--- src/rtl/fir_cmem_pkg.sv ---
// Shared types and defaults for the W4823 FIR coefficient memory and tap sequencer.
// The parity helper is used only when W4823_CMEM_PARITY_EN is defined.
package fir_cmem_pkg;

  localparam int NTAPS_DEF = 64;
  localparam int AW_DEF    = 6;
  localparam int CW_DEF    = 17;

  typedef enum logic [1:0] {
    ST_IDLE  = 2'd0,
    ST_RUN   = 2'd1,
    ST_DRAIN = 2'd2
  } cmem_state_e;

  // Even parity over a word zero-extended to 32 bits; XOR of all bits.
  function automatic logic even_par(input logic [31:0] d);
    return ^d;
  endfunction

endpackage

--- src/rtl/fir_cmem_if.sv ---
// CMEM write port plus coefficient stream towards the MAC.
// slave = coefficient memory/sequencer side, master = host and MAC side.
interface fir_cmem_if #(
  parameter int AW = fir_cmem_pkg::AW_DEF,
  parameter int CW = fir_cmem_pkg::CW_DEF
) ();

  logic          cload;
  logic [AW-1:0] caddr;
  logic [CW-1:0] cin;
  logic          coef_valid;
  logic          coef_ready;
  logic [CW-1:0] coef_data;
  logic [AW-1:0] coef_idx;
  logic          coef_last;

  modport slave (
    input  cload, caddr, cin, coef_ready,
    output coef_valid, coef_data, coef_idx, coef_last
  );

  modport master (
    output cload, caddr, cin, coef_ready,
    input  coef_valid, coef_data, coef_idx, coef_last
  );

endinterface

--- src/rtl/fir_cmem_ram.sv ---
// Coefficient storage: one write port, one registered read port, read-before-write.
// The read register holds its value while re is low, so it doubles as the stream output register.
module fir_cmem_ram #(
  parameter int DEPTH = 64,
  parameter int AW    = 6,
  parameter int WW    = 17
) (
  input  logic          clk,
  input  logic          we,
  input  logic [AW-1:0] wa,
  input  logic [WW-1:0] wd,
  input  logic          re,
  input  logic [AW-1:0] ra,
  output logic [WW-1:0] rd
);

  logic [WW-1:0] mem [DEPTH];
  logic [WW-1:0] rd_d;
  logic [WW-1:0] rd_q;

  always_comb begin
    rd_d = rd_q;
    if (re) rd_d = mem[ra];
  end

  // mem[ra] is sampled before the same-edge write lands, giving the old word on a collision.
  always_ff @(posedge clk) begin
    if (we) mem[wa] <= wd;
    rd_q <= rd_d;
  end

  assign rd = rd_q;

endmodule

--- src/rtl/fir_cmem_seq.sv ---
// Coefficient memory and tap sequencer: stores NTAPS words and streams them per start strobe.
// Optional parity protection with sticky par_err when W4823_CMEM_PARITY_EN is defined.
//
//   state    | meaning
//   ---------+--------------------------------------------------------------
//   S_IDLE   | waiting for start; busy=0
//   S_RUN    | issuing reads 0..NTAPS-1 as the output register frees up
//   S_DRAIN  | last read issued; waiting for the MAC to accept coef_last
module fir_cmem_seq
  import fir_cmem_pkg::*;
#(
  parameter int NTAPS = NTAPS_DEF,
  parameter int AW    = AW_DEF,
  parameter int CW    = CW_DEF
) (
  input  logic clk,
  input  logic rst,
  fir_cmem_if.slave bus,
  input  logic start,
  input  logic clr_flags,
  output logic busy,
  output logic done,
  output logic overrun
`ifdef W4823_CMEM_PARITY_EN
  ,
  output logic par_err
`endif
);

  localparam logic [1:0] S_IDLE  = ST_IDLE;
  localparam logic [1:0] S_RUN   = ST_RUN;
  localparam logic [1:0] S_DRAIN = ST_DRAIN;

  localparam logic [AW-1:0] LAST_IDX = AW'(NTAPS - 1);

`ifdef W4823_CMEM_PARITY_EN
  localparam int WW = CW + 1;
`else
  localparam int WW = CW;
`endif

  logic [1:0]    state_d, state_q;
  logic [AW-1:0] ra_d, ra_q;
  logic          valid_d, valid_q;
  logic [AW-1:0] idx_d, idx_q;
  logic          last_d, last_q;
  logic          done_d, done_q;
  logic          ovr_d, ovr_q;
  logic          ovr_set;
  logic          accept;
  logic          re;
  logic [WW-1:0] wr_word;
  logic [WW-1:0] rd_word;

`ifdef W4823_CMEM_PARITY_EN
  assign wr_word = {even_par(32'(bus.cin)), bus.cin};
`else
  assign wr_word = bus.cin;
`endif

  fir_cmem_ram #(
    .DEPTH (NTAPS),
    .AW    (AW),
    .WW    (WW)
  ) u_ram (
    .clk (clk),
    .we  (bus.cload),
    .wa  (bus.caddr),
    .wd  (wr_word),
    .re  (re),
    .ra  (ra_q),
    .rd  (rd_word)
  );

  assign accept = valid_q & bus.coef_ready;

  always_comb begin
    state_d = state_q;
    ra_d    = ra_q;
    valid_d = valid_q;
    idx_d   = idx_q;
    last_d  = last_q;
    done_d  = 1'b0;
    re      = 1'b0;
    case (state_q)
      S_IDLE: begin
        // The done cycle already shows busy=0, but re-arming waits one more cycle.
        if (start && !done_q) begin
          state_d = S_RUN;
          ra_d    = '0;
        end
      end
      S_RUN: begin
        // Read only when the output register is empty or being emptied this cycle.
        if (!valid_q || bus.coef_ready) begin
          re      = 1'b1;
          valid_d = 1'b1;
          idx_d   = ra_q;
          last_d  = (ra_q == LAST_IDX);
          ra_d    = ra_q + AW'(1);
          if (ra_q == LAST_IDX) state_d = S_DRAIN;
        end
      end
      S_DRAIN: begin
        if (accept) begin
          valid_d = 1'b0;
          last_d  = 1'b0;
          done_d  = 1'b1;
          state_d = S_IDLE;
        end
      end
      default: state_d = S_IDLE;
    endcase
  end

  assign ovr_set = start & ((state_q != S_IDLE) | done_q);

  always_comb begin
    ovr_d = ovr_q;
    if (ovr_set)        ovr_d = 1'b1;
    else if (clr_flags) ovr_d = 1'b0;
  end

  always_ff @(posedge clk) begin
    if (rst) begin
      state_q <= S_IDLE;
      ra_q    <= '0;
      valid_q <= 1'b0;
      idx_q   <= '0;
      last_q  <= 1'b0;
      done_q  <= 1'b0;
      ovr_q   <= 1'b0;
    end else begin
      state_q <= state_d;
      ra_q    <= ra_d;
      valid_q <= valid_d;
      idx_q   <= idx_d;
      last_q  <= last_d;
      done_q  <= done_d;
      ovr_q   <= ovr_d;
    end
  end

`ifdef W4823_CMEM_PARITY_EN
  logic chk_d, chk_q;
  logic perr_d, perr_q;

  // A read issued last cycle is sitting in the RAM output register now.
  assign chk_d = re;

  always_comb begin
    perr_d = perr_q;
    if (chk_q && (^rd_word)) perr_d = 1'b1;
    else if (clr_flags)      perr_d = 1'b0;
  end

  always_ff @(posedge clk) begin
    if (rst) begin
      chk_q  <= 1'b0;
      perr_q <= 1'b0;
    end else begin
      chk_q  <= chk_d;
      perr_q <= perr_d;
    end
  end

  assign par_err = perr_q;
`endif

  assign bus.coef_valid = valid_q;
  assign bus.coef_data  = valid_q ? rd_word[CW-1:0] : '0;
  assign bus.coef_idx   = idx_q;
  assign bus.coef_last  = last_q;
  assign busy           = (state_q != S_IDLE);
  assign done           = done_q;
  assign overrun        = ovr_q;

endmodule

--- src/flat_wrapper.sv ---
// flat-port wrapper written by rule: the top's interface ports become plain ports
module fir_cmem_seq_flat import fir_cmem_pkg::*;
#(
  parameter int NTAPS = NTAPS_DEF,
  parameter int AW    = AW_DEF,
  parameter int CW    = CW_DEF
)
  (clk, rst, start, clr_flags, busy, done, overrun, bus_cload, bus_caddr, bus_cin, bus_coef_ready, bus_coef_valid, bus_coef_data, bus_coef_idx, bus_coef_last);
  fir_cmem_if #(.AW(AW), .CW(CW)) bus_i ();
  input  logic clk;
  input  logic rst;
  input  logic start;
  input  logic clr_flags;
  output logic busy;
  output logic done;
  output logic overrun;
  input wire logic [$bits(bus_i.cload)-1:0] bus_cload;
  input wire logic [$bits(bus_i.caddr)-1:0] bus_caddr;
  input wire logic [$bits(bus_i.cin)-1:0] bus_cin;
  input wire logic [$bits(bus_i.coef_ready)-1:0] bus_coef_ready;
  output wire logic [$bits(bus_i.coef_valid)-1:0] bus_coef_valid;
  output wire logic [$bits(bus_i.coef_data)-1:0] bus_coef_data;
  output wire logic [$bits(bus_i.coef_idx)-1:0] bus_coef_idx;
  output wire logic [$bits(bus_i.coef_last)-1:0] bus_coef_last;
  assign bus_i.cload = bus_cload;
  assign bus_i.caddr = bus_caddr;
  assign bus_i.cin = bus_cin;
  assign bus_i.coef_ready = bus_coef_ready;
  assign bus_coef_valid = bus_i.coef_valid;
  assign bus_coef_data = bus_i.coef_data;
  assign bus_coef_idx = bus_i.coef_idx;
  assign bus_coef_last = bus_i.coef_last;
  fir_cmem_seq #(.NTAPS(NTAPS), .AW(AW), .CW(CW)) u_core (.clk(clk), .rst(rst), .bus(bus_i), .start(start), .clr_flags(clr_flags), .busy(busy), .done(done), .overrun(overrun));
endmodule
--- config.mk ---
export PLATFORM = sky130hd
export DESIGN_NAME = fir_cmem_seq_flat
export DESIGN_NICKNAME = d
export VERILOG_FILES = /design/src/rtl/fir_cmem_pkg.sv /design/src/rtl/fir_cmem_if.sv /design/src/rtl/fir_cmem_ram.sv /design/src/rtl/fir_cmem_seq.sv /design/src/flat_wrapper.sv
export SDC_FILE = /design/constraint.sdc
export NUM_CORES = 1
export LEC_CHECK = 0
export CELL_PAD_IN_SITES_DETAIL_PLACEMENT = 1
export CELL_PAD_IN_SITES_GLOBAL_PLACEMENT = 2
export CORE_MARGIN = 2
export CORE_UTILIZATION = 54
export DETAILED_ROUTE_END_ITERATION = 6
export MAX_ROUTING_LAYER = met4
export PLACE_DENSITY = 0.82
export SLEW_MARGIN = 5
export SYNTH_ARGS = -nofsm -noshare
export SYNTH_HDL_FRONTEND = slang
export SYNTH_SLANG_ARGS = --single-unit
--- constraint.sdc ---
create_clock -name clk -period 6.9 [get_ports clk]
set_input_delay 1.38 -clock clk [delete_from_list [all_inputs] [get_ports clk]]
set_output_delay 1.38 -clock clk [all_outputs]
set_load 0.01 [all_outputs]
# Word level (Yosys, flattened, before mapping)
# Memories as Yosys holds them, arrays and structs flattened. A register that Yosys moved wholly into a read port is not among the register bits.
# Index checks and enable logic that the tools add are counted.
# word_totals
register_bits	18
mem_bits_rw	1088
inputBits	29
output_inout_bits	28
memories	1
# mem_list
name	words	word_bits	rd	rd_ports_with_merged_regs	write_ports	line_no	rtl
u_core.u_ram.mem	64	17	1	1	1	fir_cmem_ram.sv:17	logic [WW-1:0] mem [DEPTH];
# classes
addsub	1
eq_ne	7
muxes	21
bitwise_logic	4
reduce_logical	14
# ops
op	count
$mux W17	1
$mux W6	2
$pmux W6 S2	1
$mux W1	10
$mux W2	4
$ne A2 B1 Y1 const B	4
$reduce_bool A2 Y1	4
$add A6 B1 Y6 const B	1
$eq A6 B6 Y1 const B	1
$pmux W2 S3	1
$reduce_and A3 Y1	2
$pmux W1 S2	2
$reduce_and A4 Y1	1
$and A1 B1 Y1	2
$eq A2 B1 Y1 const B	1
$eq A2 B2 Y1 const B	1
$logic_not A1 Y1	2
$logic_not A2 Y1	1
$reduce_and A2 Y1	1
$reduce_or A2 Y1	1
$logic_and A1 B1 Y1	1
$logic_or A1 B1 Y1	1
$not A1 Y1	1
$or A1 B1 Y1	1

# Longest topological paths before layout
# Gate-level depths: netlist of run 1.
# depth
ltp_word	4
mapped_depth	9
depth_no_buf	7

# Hierarchy
# From an unflattened synthesis of run 1, not the netlist that was laid out.
# hier_totals
hier_cells	2061
hier_area_um2	43395.4
# by_module_without_submodules
mod	n_inst	cells_each	area_each_um2
fir_cmem_ram	1	1953	42514.5
fir_cmem_seq	1	108	880.8

# Least setup slack after synthesis of run 1
# Ideal clock, no wire load.
# synth_timing
path_type	input to register
from	input port bus_caddr[5]
to	memory u_core.u_ram.mem[48][0] (enable)
setup_ps	412
arrival_ps	3251
t_required_ps	6488
slack_ps	3237
cell_stages	4
path_cell_list	clkbuf_1 nand3_1 or3_1 nor3_1
# synth_lines
element	line_no	rtl
start: declaration	flat_wrapper.sv:18	input wire logic [$bits(bus_i.caddr)-1:0] bus_caddr;
end: declaration	fir_cmem_ram.sv:17	
# No word-level cell before the write port.

# Worst setup path in the final report of run 1
# layout_timing
from	input port bus_caddr[2]
to	memory u_core.u_ram.mem[45][3] (enable)
# No word-level cell before the write port.

==> results of run 1 <==
## sequential cells by signal (all words and copies together) (netlist names)
| signal | flops |
|---|---|
| u_core.overrun | 1 |
| u_core.u_ram.rd | 17 |
| u_core.state_q | 2 |
| u_core.ra_q | 6 |
| u_core.u_ram.mem | 1088 |
| u_core.bus.coef_last | 1 |
| u_core.done | 1 |
| u_core.bus.coef_idx | 6 |
| u_core.bus.coef_valid | 1 |
## where the power goes
| part | switching [W] | total [W] | internal, W |
|---|---|---|---|
| Combinational | 0.000634 | 0.00103 | 0.000395 |
| Clock | 0.00256 | 0.00604 | 0.00348 |
| Sequential | 0.0000278 | 0.00760 | 0.00757 |
## cells in the mapped netlist (all sizes together), types with 7 or more instances
library cell,instances,share of area [%]
inv,7,0.060
buf,85,1.6
nor2,99,0.85
a22oi,33,0.57
nand2,42,0.37
a211oi,18,0.44
nor2b,13,0.19
a211o,17,0.34
nand3,8,0.092
mux4,215,11
clkbuf,35,0.30
mux2i,97,2.2
o32ai,11,0.22
and2,19,0.27
edfxtp,1105,76
o22ai,63,0.91
nor3,19,0.22
o221ai,11,0.22
o21ai,14,0.16
a21oi,31,0.36
nand2b,8,0.12
dfxtp,18,0.83
mux2,47,1.2
## worst max-delay path, delay by kind of cell
family / cells / cell delay (ns)
AND/OR/NAND/NOR: 3 / 1.83
buffers and inverters: 1 / 0.77
## through the flow
stage	utilization, %	instance area, um^2	power, W	hold slack [ns]
finish	61.0	48900	0.0147	0.470
floorplan	-	43500	0.00836	0.484
global route	61.0	48900	0.0150	0.501
CTS	61.0	48900	0.0147	0.475
detailed placement	56.5	45300	0.00877	0.467
global placement	56.5	45300	0.00873	0.455
## layout make-up
| type | count | area, um^2 | area share, % |
|---|---|---|---|
| inverters | 8 | 30.0 | 0.0614 |
| clock buffers | 136 | 2910 | 5.96 |
| multi-input cells | 816 | 9160 | 18.7 |
| well taps | 1060 | 1330 | 2.71 |
| flip-flops and latches | 1123 | 33600 | 68.6 |
| diodes | 4 | 10.0 | 0.0205 |
| clock inverters | 69 | 692 | 1.42 |
| repair buffers | 141 | 1190 | 2.44 |
## path summary, 6_finish.rpt
path,startpoint,to,cells past startpoint
max,bus_caddr[2],u_core.u_ram.mem[45][3],4
min,u_core.overrun,u_core.overrun,2
max reg2reg,u_core.ra_q[1],u_core.u_ram.rd[16],5
min reg2reg,u_core.overrun,u_core.overrun,2
## layer usage
| metal | global-route usage (%) | part of all wire [%] | up-vias |
|---|---|---|---|
| met5 | - | 0 | - |
| met4 | 8.12 | 2.6 | 0 |
| met3 | 4.86 | 8.3 | 167 |
| met2 | 44.0 | 49 | 1025 |
| met1 | 38.8 | 40 | 11625 |
| li1 | - | - | 8887 |
## logic make-up after synthesis
| kind of cell | Yosys count | synth area share, % |
|---|---|---|
| flip-flops | 1123 | 77.1 |
| AO/OA/AOI/OAI | 217 | 3.67 |
| adder cells (fa/ha/maj) | 5 | 0.144 |
| XOR/XNOR | 5 | 0.101 |
| AND/OR/NAND/NOR | 230 | 2.49 |
| multiplexers | 359 | 14.6 |
| buffers and inverters | 128 | 1.94 |
==> metrics.md, run 1 <==
| Metric | Value |
|---|---|
| Minimum period implied by the final worst setup slack | 3.72 ns |
| Total of endpoints with negative setup slack in the final report | 0 |
| Total number of H-tree levels | 3 |
| Asr flop ratio synth | 0% |
| Slew at the pin closest to its max-slew limit | 1.22 ns |
| Post-DRT Antenna Nets | 0 |
| Maximum fanout along the worst path | 17 |
| Total number of yosys warnings | 0 |
| Post-Synthesis Net Count | 2101 |
| Cell area after synthesis | 0.0435 mm^2 |
| Number of ports placed on the die boundary | 57 |
| Critical path data required time | 7.18 ns |
| Effective utilization at floorplan | 54.3% |
| Core footprint | 0.0802 mm^2 |
| Placed instance count | 3148 |
| Total DRC errors in the routed layout | 0 |
| Biggest cell delay along the critical path | 1.01 ns |
| Largest net degree at the start of global routing | 117 |
| Initial DRT Pass Iterations | 6 |
| Period utilisation layout | 53.9% |
| Die boundary height | 288 um |
| Total clock sinks | 1123 |
| Setup bufs post-CTS | 0 |
| Number of flops mapped to enable cells by yosys | 1105 |
| Area added between synthesis and finish | 12.3% |
| Setup skew after layout | 0.0282 ns |
| Routed WL per cell | 33.1 um |
| Vias after detailed routing | 21704 |
| Signal arrival time at the worst endpoint | 4.00 ns |
| Worst slack, placed | 2.54 ns |
| Leakage dissipation | 14.9 nW |
| Number of global-route vias before repair | 22782 |
| Half-perimeter wire length of the detailed placement result | 64.3 mm |
| Input/output buffers | 56 |
| Worst setup slack after layout | 3.18 ns |
| Distinct cell type count of the synthesized netlist | 52 |
| RSZ-0062 raised after global routing | false |
| Via density per instance | 6.47 |
| Filler instances | 6685 |
| Final Max Slew Viols | 0 |
| # Max-Cap Violations | 0 |
| Number of buffers created by CTS | 111 |
| Most frequently used flop master after synthesis | sky130_fd_sc_hd__edfxtp_1 |
| Clock-pin slew of the registers on the worst-case setup and hold paths | 0.06 ns |
| Reg2Reg Setup Slack | 3.20 ns |
| Most common cell after layout, fill and taps aside | sky130_fd_sc_hd__edfxtp_1 |
| Category of the worst setup path capture point | flip-flop |
| CP max-delay cell | sky130_fd_sc_hd__nor2_2 |
| Die Wd | 288 um |
| Count of standard-cell rows | 104 |
| Antenna violations before repair | 5 |
| Count of nets after finishing | 2235 |
| Worst Setup Start Kind | input pin |
| Post-cts sizing count | 0 |
| Final count of hold timing violations | 0 |
| Post-Synthesis Mean Instance Area | 21.1 um^2 |
| Wire length of the first global-routing pass | 161 mm |
| Remaining max-slew budget at the tightest pin | 18.9% |
| Count of mapped cells out of synthesis | 2067 |
| Hold buffer count at cts | 0 |
| Share of post-route cells with drive strength above 1 | 24.1% |
| Final global-route overflow total | 0 |
| Final weighted congestion of routability-driven global placement | 0.868 |
| Clock root buffer | sky130_fd_sc_hd__clkbuf_16 |
| Sum of negative setup slack | 0 ns |
| Sequence of cells on the critical path | clkdlybuf4s50_1 > nor2b_1 > nand3_1 > nor2_2 |
| Flip-flop and latch count after synthesis | 1123 |
| Outcome | completed |
| GRT Overall Usage | 28.2% |
| Proportion of synthesized chip area in sequential cells | 77.1% |
| Worst voltage drop across the vdd grid | 239 uV |
| Number of DRC violations after detailed-routing iteration 0 | 2449 |
| CTS tree | built |
| Source-to-sink clock delay at the later pin of the worst-skew pair | 0.68 ns |
| CTS Buffer Depth | 3 |
| Most frequent cells in the layout | sky130_fd_sc_hd__edfxtp_1 (1105), sky130_fd_sc_hd__mux4_2 (214), sky130_fd_sc_hd__clkbuf_16 (113), sky130_fd_sc_hd__mux2i_1 (97), sky130_fd_sc_hd__nor2_1 (92) |
| Startpoint-to-endpoint class of the critical path | input pin to flip-flop |
| Power per unit of standard cell area | 300 mW/mm^2 |
| Maximum clock rate | 269 MHz |
| Finished Layout Cells | 3357 |
| Die Outline Area | 0.0829 mm^2 |
| Wirelength, routed | 111 mm |
| Worst hold path class | flip-flop to flip-flop |
No activity file was read; power rests on OpenSTA's default activity.
==> run 2, diff against run 1 <==
CORE_UTILIZATION = 45   (was 54)
PLACE_DENSITY = 0.72   (was 0.82)
clock period = 3 ns   (was 6.9 ns; I/O delays follow)
==> metrics.md, run 2 (synthesis results as in run 1) <==
| Metric | Value |
|---|---|
| Outcome | completed |
| Total DRC errors in the routed layout | 0 (unchanged) |
| Signal arrival time at the worst endpoint | 3.52 ns (-0.48 ns) |
| Number of ports placed on the die boundary | 57 (unchanged) |
| Worst voltage drop across the vdd grid | 463 uV (+94%) |
| Vias after detailed routing | 21874 (+0.78%) |
| Filler instances | 8483 (+27%) |
| Total of endpoints with negative setup slack in the final report | 0 (unchanged) |
| Worst setup slack after layout | 0.0318 ns (-3.15 ns) |
| P_sw | 0.00739 W (+130%) |
| Count of standard-cell rows | 114 (+9.6%) |
| Final weighted congestion of routability-driven global placement | 0.833 (-4.1%) |
| Total clock sinks | 1123 (unchanged) |
| Wirelength, routed | 115 mm (+3.7%) |
| Category of the worst setup path capture point | flip-flop |
| Comb power frac | 8.0% (+1.0 points) |
| Clock-pin slew of the registers on the worst-case setup and hold paths | 0.06 ns (about the same) |
| Setup skew after layout | 0.0303 ns (+0.00212 ns) |
| Total number of H-tree levels | 3 (unchanged) |
| Core footprint | 0.0963 mm^2 (+20%) |
| Worst hold path class | input pin to flip-flop |
| Leakage dissipation | 15.6 nW (+5.1%) |
| Most common cell after layout, fill and taps aside | sky130_fd_sc_hd__edfxtp_1 |
| Source-to-sink clock delay at the later pin of the worst-skew pair | 0.69 ns (about the same) |
| Most frequent cells in the layout | sky130_fd_sc_hd__edfxtp_1 (1105), sky130_fd_sc_hd__mux4_2 (214), sky130_fd_sc_hd__buf_4 (152), sky130_fd_sc_hd__clkbuf_16 (115), sky130_fd_sc_hd__mux2i_1 (97) |
| Top reg by flops | u_core.u_ram.mem |
| Remaining max-slew budget at the tightest pin | 35.1% (+16 points) |
| Post-DRT Antenna Nets | 0 (unchanged) |
| Switching share of power | 22.0% (+0.024 points) |
| Area added between synthesis and finish | 16.4% |
| Clock root buffer | sky130_fd_sc_hd__clkbuf_16 |
| Wire length of the first global-routing pass | 167 mm (+3.6%) |
| Period utilisation layout | 98.9% |
| Die boundary height | 315 um (+9.4%) |
| Final global-route overflow total | 0 (unchanged) |
| Cell area after layout | 0.0507 mm^2 (+3.7%) |
| Setup bufs post-CTS | 0 (unchanged) |
| Total power consumption of the routed design | 0.0336 W (+130%) |
| # Max-Cap Violations | 0 (unchanged) |
| GRT Overall Usage | 24.3% (-3.9 points) |
| Slew at the pin closest to its max-slew limit | 0.970 ns (-0.247 ns) |
| Die Outline Area | 0.0992 mm^2 (+20%) |
| Part of the power in registers | 52.0% (+0.2 points) |
| CTS Buffer Depth | 3 (unchanged) |
| Power per unit of standard cell area | 664 mW/mm^2 (+120%) |
| Count of nets after finishing | 2361 (+5.6%) |
| Cell-internal power | 0.0263 W (+130%) |
| Critical path data required time | 3.56 ns (-3.62 ns) |
| Maximum clock rate | 337 MHz |
| Initial DRT Pass Iterations | 5 (-1) |
| Largest net degree at the start of global routing | 65 (-44%) |
| Die Wd | 315 um (+9.4%) |
| Share of post-route cells with drive strength above 1 | 28.6% (+4.5 points) |
| Half-perimeter wire length of the detailed placement result | 73.1 mm (+14%) |
| Part of the power in the clock network | 40.0% (-1.2 points) |
| Cell area after placement | 0.0472 mm^2 (+4.2%) |
| Worst Setup Start Kind | flip-flop |
| Minimum period implied by the final worst setup slack | 2.97 ns |
| Startpoint-to-endpoint class of the critical path | flip-flop to flip-flop |
| Number of global-route vias before repair | 22887 (+0.46%) |
| Hold WS | 0.435 ns (-0.0346 ns) |
| Via density per instance | 5.93 (-8.3%) |
| Effective utilization at floorplan | 45.2% (-9.1 points) |
| Final Max Slew Viols | 0 (unchanged) |
| Maximum fanout along the worst path | 15 (-2) |
| RSZ-0062 raised after global routing | false |
| Worst slack, placed | 0.0601 ns (-2.48 ns) |
| Number of flip-flops in the largest register | 1088 (unchanged) |
| Sum of negative setup slack | 0 ns (unchanged) |
| Final count of hold timing violations | 0 (unchanged) |
| Number of buffers created by CTS | 112 (+0.90%) |
| Routed WL per cell | 31.2 um (-5.6%) |
| Antenna violations before repair | 7 (+2) |
| Input/output buffers | 56 (unchanged) |
| Number of DRC violations after detailed-routing iteration 0 | 2658 (+8.5%) |
| CTS tree | built |
==> run 2: changes by cell type in the layout (fill, tap and decap cells not counted), sizes merged <==
cell,before,now
buf,102,227
clkbuf,136,129
bufinv,13,9
clkinv,52,55
clkinvlp,1,4
diode,4,2
inv,11,9
==> run 2: repair_timing <==
action | CTS | global route
hold buffers | 0 | 0
setup endpoints to repair | 14 | 1
cloned | 0 | 0
resized for setup | 1 | 1
==> run 2: cell type report <==
type / instances / area (um^2) / area share [%]
clock buffers: 129 / 2930 / 5.78
repair buffers: 266 / 2790 / 5.51
diodes: 2 / 5.00 / 0.00988
multi-input cells: 816 / 9200 / 18.2
inverters: 8 / 30.0 / 0.0593
clock inverters: 69 / 566 / 1.12
well taps: 1276 / 1600 / 3.15
flip-flops and latches: 1123 / 33600 / 66.2
==> run 2: critical path: stages, from the launching register on <==
cell and delay [ns]:
sky130_fd_sc_hd__dfxtp_4 0.40, sky130_fd_sc_hd__buf_12 0.18, sky130_fd_sc_hd__buf_4 0.18, sky130_fd_sc_hd__nor2_1 0.75, sky130_fd_sc_hd__a22oi_1 0.52, sky130_fd_sc_hd__a22oi_1 0.58, sky130_fd_sc_hd__a211o_1 0.20
==> run 2: metrics by stage <==
| step | std cells | utilization (%) |
|---|---|---|
| floorplan | 2067 | - |
| global placement | 3489 | 49.0 |
| detailed placement | 3489 | 49.0 |
| CTS | 3687 | 52.6 |
| global route | 3687 | 52.6 |
| finish | 3689 | 52.6 |
==> run 2: final timing paths <==
| check | start | to | slack (ns) | cells past startpoint |
|---|---|---|---|---|
| setup reg to reg | u_core.ra_q[0] | u_core.u_ram.rd[6] | 0.03 | 6 |
| hold / removal | bus_cin[14] | u_core.u_ram.mem[7][14] | 0.44 | 2 |
| setup / recovery | u_core.ra_q[0] | u_core.u_ram.rd[6] | 0.03 | 6 |
| hold reg to reg | u_core.overrun | u_core.overrun | 0.48 | 2 |
==> run 2: power by group through the flow <==
stage	Sequential (W)	Combinational [W]	Clock [W]
2_1_floorplan	0.0178	0.00146	0
3_3_place_gp	0.0178	0.00267	0
3_5_place_dp	0.0178	0.00272	0
4_1_cts	0.0175	0.00272	0.0137
5_1_grt	0.0175	0.00283	0.0142
6_report	0.0175	0.00268	0.0135
==> run 2: per-layer routing <==
layer | vias to the layer above | GRT usage, % | routed length [um]
li1 | 9128 | - | -
met1 | 11792 | 34.5 | 49700
met2 | 813 | 37.7 | 55600
met3 | 141 | 3.34 | 7590
met4 | 0 | 5.87 | 2350
met5 | - | - | 0
